**config.mk**
```make
export PLATFORM = sky130hd
export DESIGN_NAME = fill_buffer_flat
export DESIGN_NICKNAME = d
export VERILOG_FILES = /design/src/rtl/npu_pkg.sv /design/src/rtl/fill_buffer_if.sv /design/src/rtl/sdp_ram.sv /design/src/rtl/fill_buffer.sv /design/src/flat_wrapper.sv
export SDC_FILE = /design/constraint.sdc
export NUM_CORES = 2
export LEC_CHECK = 0
export ABC_AREA = 1
export CORE_MARGIN = 2
export CORE_UTILIZATION = 31
export CTS_CLUSTER_SIZE = 16
export DETAILED_ROUTE_END_ITERATION = 8
export GPL_ROUTABILITY_DRIVEN = 0
export PLACE_DENSITY = 0.52
export SYNTH_ARGS = -nofsm -noshare
export SYNTH_HDL_FRONTEND = slang
export SYNTH_HIERARCHICAL = 1
export SYNTH_SLANG_ARGS = --single-unit
```
**constraint.sdc**
```tcl
create_clock -name clk -period 8.9 [get_ports clk]
set_clock_uncertainty 0.1 [all_clocks]
set_input_delay 1.78 -clock clk [delete_from_list [all_inputs] [get_ports clk]]
set_output_delay 1.78 -clock clk [all_outputs]
set_load 0.02 [all_outputs]
```
**src/rtl/npu_pkg.sv**
```systemverilog
// Types and default sizes shared by the NPU operand buffers.
package npu_pkg;

    localparam int DATA_W_DEF   = 32;
    localparam int INPUT_DEPTH  = 64;
    localparam int WEIGHT_DEPTH = 64;
    localparam int INDEX_DEPTH  = 32;

    typedef enum logic [1:0] {
        EMPTY   = 2'd0,
        FILLING = 2'd1,
        FULL    = 2'd2
    } fill_state_t;

    typedef enum logic [1:0] {
        BUF_INPUT  = 2'd0,
        BUF_WEIGHT = 2'd1,
        BUF_INDEX  = 2'd2
    } buf_kind_t;

    function automatic int buf_depth(buf_kind_t kind);
        case (kind)
            BUF_WEIGHT: return WEIGHT_DEPTH;
            BUF_INDEX:  return INDEX_DEPTH;
            default:    return INPUT_DEPTH;
        endcase
    endfunction

endpackage

```
**src/rtl/fill_buffer_if.sv**
```systemverilog
// Bus between one fill_buffer and its AXI front end / PE-array controller.
interface fill_buffer_if #(
    parameter int DATA_W = 32,
    parameter int DEPTH  = 64,
    parameter int ADDR_W = $clog2(DEPTH)
);
    // Handshake: wr_en, rd_en and release_buf are sampled every rising edge with no
    // backpressure; buffer_ready is a level meaning FULL; rd_valid is a one-cycle
    // strobe qualifying rd_data the cycle after an rd_en accepted while FULL.
    logic [DATA_W-1:0] wr_data;
    logic              wr_en;
    logic              buffer_ready;
    logic              rd_en;
    logic [ADDR_W-1:0] rd_addr;
    logic [DATA_W-1:0] rd_data;
    logic              rd_valid;
    logic              release_buf;
    logic [ADDR_W:0]   fill_count;
    logic              overflow_err;
    logic              addr_err;

    modport master (
        output wr_data, wr_en, rd_en, rd_addr, release_buf,
        input  buffer_ready, rd_data, rd_valid, fill_count, overflow_err, addr_err
    );

    modport slave (
        input  wr_data, wr_en, rd_en, rd_addr, release_buf,
        output buffer_ready, rd_data, rd_valid, fill_count, overflow_err, addr_err
    );

endinterface

```
**src/rtl/sdp_ram.sv**
```systemverilog
// Simple dual-port RAM: one write port, one registered read port, no array reset.
module sdp_ram #(
    parameter int DATA_W = 32,
    parameter int DEPTH  = 64,
    parameter int ADDR_W = $clog2(DEPTH)
) (
    input  logic              clk,
    input  logic              we,
    input  logic [ADDR_W-1:0] waddr,
    input  logic [DATA_W-1:0] wdata,
    input  logic              re,
    input  logic [ADDR_W-1:0] raddr,
    output logic [DATA_W-1:0] rdata
);

    logic [DATA_W-1:0] mem [DEPTH];
    logic [DATA_W-1:0] rdata_q;

    // Read register only loads on re so the last word is held between reads.
    always_ff @(posedge clk) begin
        if (we) mem[waddr] <= wdata;
        if (re) rdata_q <= mem[raddr];
    end

    assign rdata = rdata_q;

endmodule

```
**src/rtl/fill_buffer.sv**
```systemverilog
// Fill-then-drain operand store: sequential fill until FULL, random-access reads
// while FULL, emptied by release_buf.
module fill_buffer
    import npu_pkg::*;
#(
    parameter int DATA_W = DATA_W_DEF,
    parameter int DEPTH  = INPUT_DEPTH,
    parameter int ADDR_W = $clog2(DEPTH)
) (
    input  logic        clk,
    input  logic        reset,
    fill_buffer_if.slave bus,
    output fill_state_t dbg_state
);

    localparam logic [ADDR_W:0] DEPTH_C = (ADDR_W+1)'(DEPTH);

    fill_state_t     state_q, state_d;
    logic [ADDR_W:0] count_q, count_d;
    logic            ready_q, ready_d;
    logic            ovf_q, ovf_d;
    logic            rd_valid_q, rd_valid_d;
    logic            addr_err_q, addr_err_d;
    logic            rd_zero_q, rd_zero_d;
    logic            wr_fire;
    logic            rd_fire;
    logic            rd_in_range;
    logic            ram_re;
    logic [DATA_W-1:0] ram_rdata;

    always_comb begin
        state_d     = state_q;
        count_d     = count_q;
        ovf_d       = ovf_q;
        wr_fire     = 1'b0;
        rd_in_range = ({1'b0, bus.rd_addr} < DEPTH_C);
        rd_fire     = bus.rd_en && (state_q == FULL);
        rd_valid_d  = rd_fire;
        addr_err_d  = rd_fire && !rd_in_range;
        rd_zero_d   = rd_fire ? !rd_in_range : rd_zero_q;

        case (state_q)
            EMPTY, FILLING: begin
                if (bus.wr_en) begin
                    wr_fire = 1'b1;
                    count_d = count_q + 1'b1;
                    state_d = (count_d == DEPTH_C) ? FULL : FILLING;
                end
            end
            FULL: begin
                // A write coinciding with release is the tail of the old tile, not an overflow.
                if (bus.release_buf) begin
                    state_d = EMPTY;
                    count_d = '0;
                end else if (bus.wr_en) begin
                    ovf_d = 1'b1;
                end
            end
            default: state_d = EMPTY;
        endcase

        ready_d = (state_d == FULL);

        if (reset) begin
            state_d    = EMPTY;
            count_d    = '0;
            ovf_d      = 1'b0;
            ready_d    = 1'b0;
            rd_valid_d = 1'b0;
            addr_err_d = 1'b0;
            rd_zero_d  = 1'b1;
            wr_fire    = 1'b0;
            rd_fire    = 1'b0;
        end

        ram_re = rd_fire && rd_in_range;
    end

    always_ff @(posedge clk) begin
        state_q    <= state_d;
        count_q    <= count_d;
        ready_q    <= ready_d;
        ovf_q      <= ovf_d;
        rd_valid_q <= rd_valid_d;
        addr_err_q <= addr_err_d;
        rd_zero_q  <= rd_zero_d;
    end

    sdp_ram #(
        .DATA_W (DATA_W),
        .DEPTH  (DEPTH),
        .ADDR_W (ADDR_W)
    ) u_ram (
        .clk   (clk),
        .we    (wr_fire),
        .waddr (count_q[ADDR_W-1:0]),
        .wdata (bus.wr_data),
        .re    (ram_re),
        .raddr (bus.rd_addr),
        .rdata (ram_rdata)
    );

    // rd_zero_q forces zero after reset and after an out-of-range read.
    assign bus.rd_data      = rd_zero_q ? '0 : ram_rdata;
    assign bus.rd_valid     = rd_valid_q;
    assign bus.buffer_ready = ready_q;
    assign bus.fill_count   = count_q;
    assign bus.overflow_err = ovf_q;
    assign bus.addr_err     = addr_err_q;
    assign dbg_state        = state_q;

endmodule
```
**src/flat_wrapper.sv**
```systemverilog
// flat-port wrapper written by rule: the top's interface ports become plain ports
module fill_buffer_flat import npu_pkg::*;
#(
    parameter int DATA_W = DATA_W_DEF,
    parameter int DEPTH  = INPUT_DEPTH,
    parameter int ADDR_W = $clog2(DEPTH)
)
  (clk, reset, dbg_state, bus_wr_data, bus_wr_en, bus_rd_en, bus_rd_addr, bus_release_buf, bus_buffer_ready, bus_rd_data, bus_rd_valid, bus_fill_count, bus_overflow_err, bus_addr_err);
  fill_buffer_if #(.DATA_W(DATA_W), .DEPTH(DEPTH), .ADDR_W(ADDR_W)) bus_i ();
  input  logic clk;
  input  logic reset;
  output fill_state_t dbg_state;
  input wire logic [$bits(bus_i.wr_data)-1:0] bus_wr_data;
  input wire logic [$bits(bus_i.wr_en)-1:0] bus_wr_en;
  input wire logic [$bits(bus_i.rd_en)-1:0] bus_rd_en;
  input wire logic [$bits(bus_i.rd_addr)-1:0] bus_rd_addr;
  input wire logic [$bits(bus_i.release_buf)-1:0] bus_release_buf;
  output wire logic [$bits(bus_i.buffer_ready)-1:0] bus_buffer_ready;
  output wire logic [$bits(bus_i.rd_data)-1:0] bus_rd_data;
  output wire logic [$bits(bus_i.rd_valid)-1:0] bus_rd_valid;
  output wire logic [$bits(bus_i.fill_count)-1:0] bus_fill_count;
  output wire logic [$bits(bus_i.overflow_err)-1:0] bus_overflow_err;
  output wire logic [$bits(bus_i.addr_err)-1:0] bus_addr_err;
  assign bus_i.wr_data = bus_wr_data;
  assign bus_i.wr_en = bus_wr_en;
  assign bus_i.rd_en = bus_rd_en;
  assign bus_i.rd_addr = bus_rd_addr;
  assign bus_i.release_buf = bus_release_buf;
  assign bus_buffer_ready = bus_i.buffer_ready;
  assign bus_rd_data = bus_i.rd_data;
  assign bus_rd_valid = bus_i.rd_valid;
  assign bus_fill_count = bus_i.fill_count;
  assign bus_overflow_err = bus_i.overflow_err;
  assign bus_addr_err = bus_i.addr_err;
  fill_buffer #(.DATA_W(DATA_W), .DEPTH(DEPTH), .ADDR_W(ADDR_W)) u_core (.clk(clk), .reset(reset), .bus(bus_i), .dbg_state(dbg_state));
endmodule
```
=== Yosys cells after proc, flatten, opt, wreduce, memory -nomap -nowiden ===
Memory sizes are Yosys's and may differ from the RTL's. A register that Yosys moved wholly into a read port is not among the register bits.
Cells that the tools add are included.

* Register bits after elaboration: 13
* RAM bits: 2048
* Input port bits: 43
* Output and inout port bits: 45
* Logic and storage cells: 35
* Memories kept: 1

{| class="wikitable"
|+ Memories
! name !! depth !! width !! read ports !! clocked after memory_dff !! wr ports !! RTL line !! source
|-
| u_core.u_ram.mem || 64 || 32 || 1 || 1 || 1 || sdp_ram.sv:16 || <nowiki>logic [DATA_W-1:0] mem [DEPTH];</nowiki>
|}

* Add/subtract/negate cells: 1
* Eq/ne operators: 6
* Multiplexer cells: 14
* Bitwise operators: 1
* Reduce and logical (&&, ||, !) cells: 6

{| class="wikitable"
|+ Operator list
! operator !! count
|-
| 32-bit 2-to-1 mux || 1
|-
| 7-bit 2-to-1 mux || 2
|-
| 7-bit one-hot mux with 2 select lines || 1
|-
| 7-bit by 1-bit adder with 7-bit output, second input constant || 1
|-
| 7-bit equality test, second input constant || 1
|-
| 1-bit 2-to-1 mux || 6
|-
| 2-bit 2-to-1 mux || 3
|-
| 3-bit AND reduction || 2
|-
| 2-bit equality test, second input constant || 2
|-
| 2-bit inequality test, second input constant || 2
|-
| 2-bit one-hot mux with 2 select lines || 1
|-
| 2-bit by 1-bit equality test with 1-bit output, second input constant || 1
|-
| 2-bit logical NOT || 1
|-
| 2-bit nonzero test || 1
|-
| 2-bit OR reduction || 1
|-
| 1-bit logical AND || 1
|-
| 1-bit NOT || 1
|}

=== Logic depth before layout (Yosys ltp) ===
* Word-level depth: 6
* Gate-level depth with buffers: 13
* Mapped depth without buffers: 9

=== Hierarchy ===
Netlist, hierarchy kept.

{| class="wikitable"
|+ Modules (own cells, without submodules)
! module !! instances !! cells each !! area each (sq um) !! sequential area each (sq um)
|-
| sdp_ram || 1 || 6769 || 83058.4 || 62459.9
|-
| fill_buffer || 1 || 158 || 889.6 || 260.2
|}

=== Worst setup path after synthesis ===
Ideal clock, no wire load.

* Path type: input port to flip-flop
* Start point: input port bus_wr_en
* End point: memory u_core.u_ram.mem[48][0], enable pin
* Library setup time: 503 ps
* Arrival time: 5814 ps
* Required time: 8297 ps
* Setup slack: 2483 ps
* Stages on the path: 7
* Path buffers: 1
* Cell sequence: inv_1 nor2_4 inv_1 nor2_1 clkbuf_1 nand4_1 nor4_1

* Longest elaborated chain between the ends: 5

{| class="wikitable"
|+ Ends and longest elaborated chain
! what !! RTL line !! source
|-
| start, declared || flat_wrapper.sv:14 || <nowiki>input wire logic [$bits(bus_i.wr_en)-1:0] bus_wr_en;</nowiki>
|-
| 1-bit 2-to-1 mux || fill_buffer.sv:44 || <nowiki>if (bus.wr_en) begin</nowiki>
|-
| 1-bit 2-to-1 mux || fill_buffer.sv:42 || <nowiki>case (state_q)</nowiki>
|-
| 1-bit 2-to-1 mux || fill_buffer.sv:64 || <nowiki>if (reset) begin</nowiki>
|-
| named net u_core.wr_fire || fill_buffer.sv:25 || <nowiki>logic wr_fire;</nowiki>
|-
| 1-bit 2-to-1 mux || sdp_ram.sv:21 || <nowiki>if (we) mem[waddr] <= wdata;</nowiki>
|-
| 1-bit 2-to-1 mux (not written as such) || sdp_ram.sv:21 ||
|-
| end, declared || sdp_ram.sv:16 ||
|}

The timed path passes the listed nets, and every way through them passes these cells.

=== Final worst setup path ===
* Start point: input port bus_wr_en
* End point: memory u_core.u_ram.mem[38][5], enable pin

Same word-level chain as after synthesis.

==> summary.md <==
| Metric | Value |
|---|---|
| Cell Pwr Density | `214 nW/µm²` |
| Routed wire length per instance | `23.1 µm` |
| Setup Crit Path Kind | `input port to register` |
| Post-Syn Area | `83900 µm²` |
| Yosys reg bits | `2093` |
| Share of cells above drive strength 1 | `7.50%` |
| GRT Residual Overflow | `0` |
| Die X | `524 µm` |
| I/O Buffers | `86` |
| Post-CTS setup buffers | `0` |
| Area of the multi-input gates | `19200 µm²` |
| Clock latency at the later pin of the worst-skew pair | `0.85 ns` |
| DIE AREA | `275000 µm²` |
| Fin. max-slew vios | `0` |
| Layout Cells excl Fill | `10700` |
| LEAKAGE | `32.5 nW` |
| Count of final hold-check violations | `0` |
| Setup crit start kind | `input port` |
| Fillcell total | `26300` |
| Vias in the first global route | `51500` |
| RSZ-0062 raised after global routing | `no` |
| Area delta synth->final | `13.1%` |
| NumNets Final | `6949` |
| Mapped Nets | `6971` |
| Max Cap Viol | `0` |
| Critical Path AT | `5.92 ns` |
| Clock transition at the registers of the reported paths | `0.06 ns` |
| Crit Path Max Fanout | `32` |
| Crit. End Element | `register` |
| Worst IR Drop VDD | `0.000154 V` |
| Detailed Routing Iterations Pass 1 | `5` |
| Slew headroom | `12.2%` |
| Yosys Warn Count | `6` |
| Cells after DPL | `10300` |
| Initial Util | `31.1%` |
| Clock root cell | `clkbuf_16` |
| Pre-CTS setup slack | `2.53 ns` |
| CP Data Required Time | `9.25 ns` |
| Largest net degree at the start of global routing | `195` |
| Syn Area/Cell | `12.1 µm²` |
| Achievable Freq | `179 MHz` |
| Post-route ant nets | `0` |
| IO Count | `88` |
| Design Area, Final | `95000 µm²` |
| Core Util, Final | `35.2%` |
| Via density per instance | `5.01` |
| CORE AREA | `270000 µm²` |
| Tot GR Track Use | `17.7%` |
| Accumulated negative setup slack | `0 ns` |
| Worst-margin pin slew | `1.31 ns` |
| First-pass GRT wire length | `360000 µm` |
| Final Power | `20.4 mW` |
| H-tree depth | `4` |
| Initial antenna violation count | `12` |
| Routed Wire Length | `247000 µm` |
| Worst hold path class | `register to register` |
| Status | `complete, no violations` |
| Setup violations, final | `0` |
| R2R setup slack | `4.52 ns` |
| CTS tree | `built` |
| Yosys cell types | `30` |
| DR DRC count | `0` |
| Total CTS buffers | `205` |
| Clk sinks | `2093` |
| DP Area | `88600 µm²` |
| Tcrit/Tclk final | `62.6%` |
| Seq/Total Area, Yosys | `74.7%` |
| WHS | `0.400 ns` |
| First DRT Iteration DRCs | `5035` |
| Setup ws final | `3.33 ns` |
| CTS hold repair buffers | `0` |
| Post-DP HPWL | `130000 µm` |
| Cell Rows | `191` |
| Via count | `53300` |
| Register area | `62700 µm²` |
| Synth Instances | `6927` |
| Die height | `524 µm` |
| Tmin final | `5.57 ns` |
| Max Buffers Root-to-Sink | `3` |
| PostCTS Resize Cnt | `0` |
## path summary, 6_finish.rpt
path	cells past startpoint	startpoint	to
setup reg to reg	5	u_core/dbg_state[1]$_SDFF_PP0_	u_core/u_ram/mem[38][5]$_DFFE_PP_
setup / recovery	7	bus_wr_en	u_core/u_ram/mem[38][5]$_DFFE_PP_
hold / removal	2	u_core/bus.overflow_err$_SDFFE_PP0P_	u_core/bus.overflow_err$_SDFFE_PP0P_
hold reg to reg	2	u_core/bus.overflow_err$_SDFFE_PP0P_	u_core/bus.overflow_err$_SDFFE_PP0P_
## power breakdown
part | switching (mW) | total, mW | leakage (nW) | internal [mW]
clock network | 3.76 | 8.31 | 3.08 | 4.56
registers | 0.00805 | 10.9 | 18.8 | 10.9
logic | 0.914 | 1.18 | 10.6 | 0.263
total | 4.68 | 20.4 | 32.5 | 15.7
## Yosys cell counts
master    count  share of area (%)
nand4_1       9              0.067
nand3_1    1914                 11
clkbuf_1     82               0.37
o21ai_2       1              0.010
buf_4        46               0.41
edfxtp_1   2080                 74
nor4_1        8              0.060
ha_1          1              0.015
o21ai_1       1             0.0060
inv_4         1             0.0075
buf_2       282                1.7
nor2_2        2              0.015
a31oi_1       1             0.0075
o21ai_0       2              0.012
conb_1        1             0.0045
dfxtp_1      13               0.31
nor2_1       96               0.43
nand2_1    2270                 10
nand3_2       1              0.012
o21bai_2      1              0.013
buf_6         3              0.040
buf_1        40               0.18
inv_2         3              0.013
nor2_4        1              0.013
buf_8         2              0.036
nand2_2       3              0.022
nand3b_1      1             0.0089
a211oi_1      1             0.0089
a21oi_1       9              0.054
inv_1        52               0.23
## critical path: stages
cell	delay [ns]
clkdlybuf4s50_1	0.53
inv_1	0.11
nor2_4	0.18
inv_1	0.11
nor2_1	0.77
nand4_1	1.07
nor2_4	1.36
## cells by family (layout without fill, tap and decap cells)
logic type               count (synthesis)  after routing  synth area share [%]
other                                    1              5               0.00447
AO/OA/AOI/OAI                           16             16                 0.112
AND/OR/NAND/NOR                       4305           4305                  22.2
adder cells (fa/ha/maj)                  1              1                0.0149
flip-flops                            2093           2093                  74.7
buffers and inverters                  511            662                  2.97
## cells in the final DEF, fill, tap and decap left out, drive strengths merged
cell type	n
diode	4
a211oi	1
conb	1
nand4	9
dfxtp	13
clkbuf	245
ha	1
clkinv	109
nand2	2273
o21ai	4
o21bai	1
inv	62
nand3	1915
clkinvlp	9
a21oi	9
bufinv	11
nand3b	1
nor4	8
buf	178
clkdlybuf4s50	48
edfxtp	2080
a31oi	1
nor2	99
## state kept, by name, indices dropped and copies added (netlist names)
signal                   count
u_core/bus.rd_valid          1
u_core/u_ram/mem          2048
u_core/rd_zero_q             1
u_core/bus.buffer_ready      1
u_core/u_ram/rdata          32
u_core/bus.fill_count        7
u_core/dbg_state             2
u_core/bus.overflow_err      1
## cell type report
class | count | share of cell area (%)
flip-flops and latches | 2093 | 66.0
clock inverters | 135 | 1.13
multi-input cells | 4323 | 20.2
clock buffers | 245 | 5.56
well taps | 3570 | 4.70
inverters | 56 | 0.261
repair buffers | 226 | 2.07
diodes | 4 | 0.0105
## layer usage
metal	GRT usage (%)	routed length (µm)
met5	0	65
met4	6.77	9190
met3	2.55	14400
met2	28.8	117000
met1	23.9	106000
(Power assumes the default switching activity.)
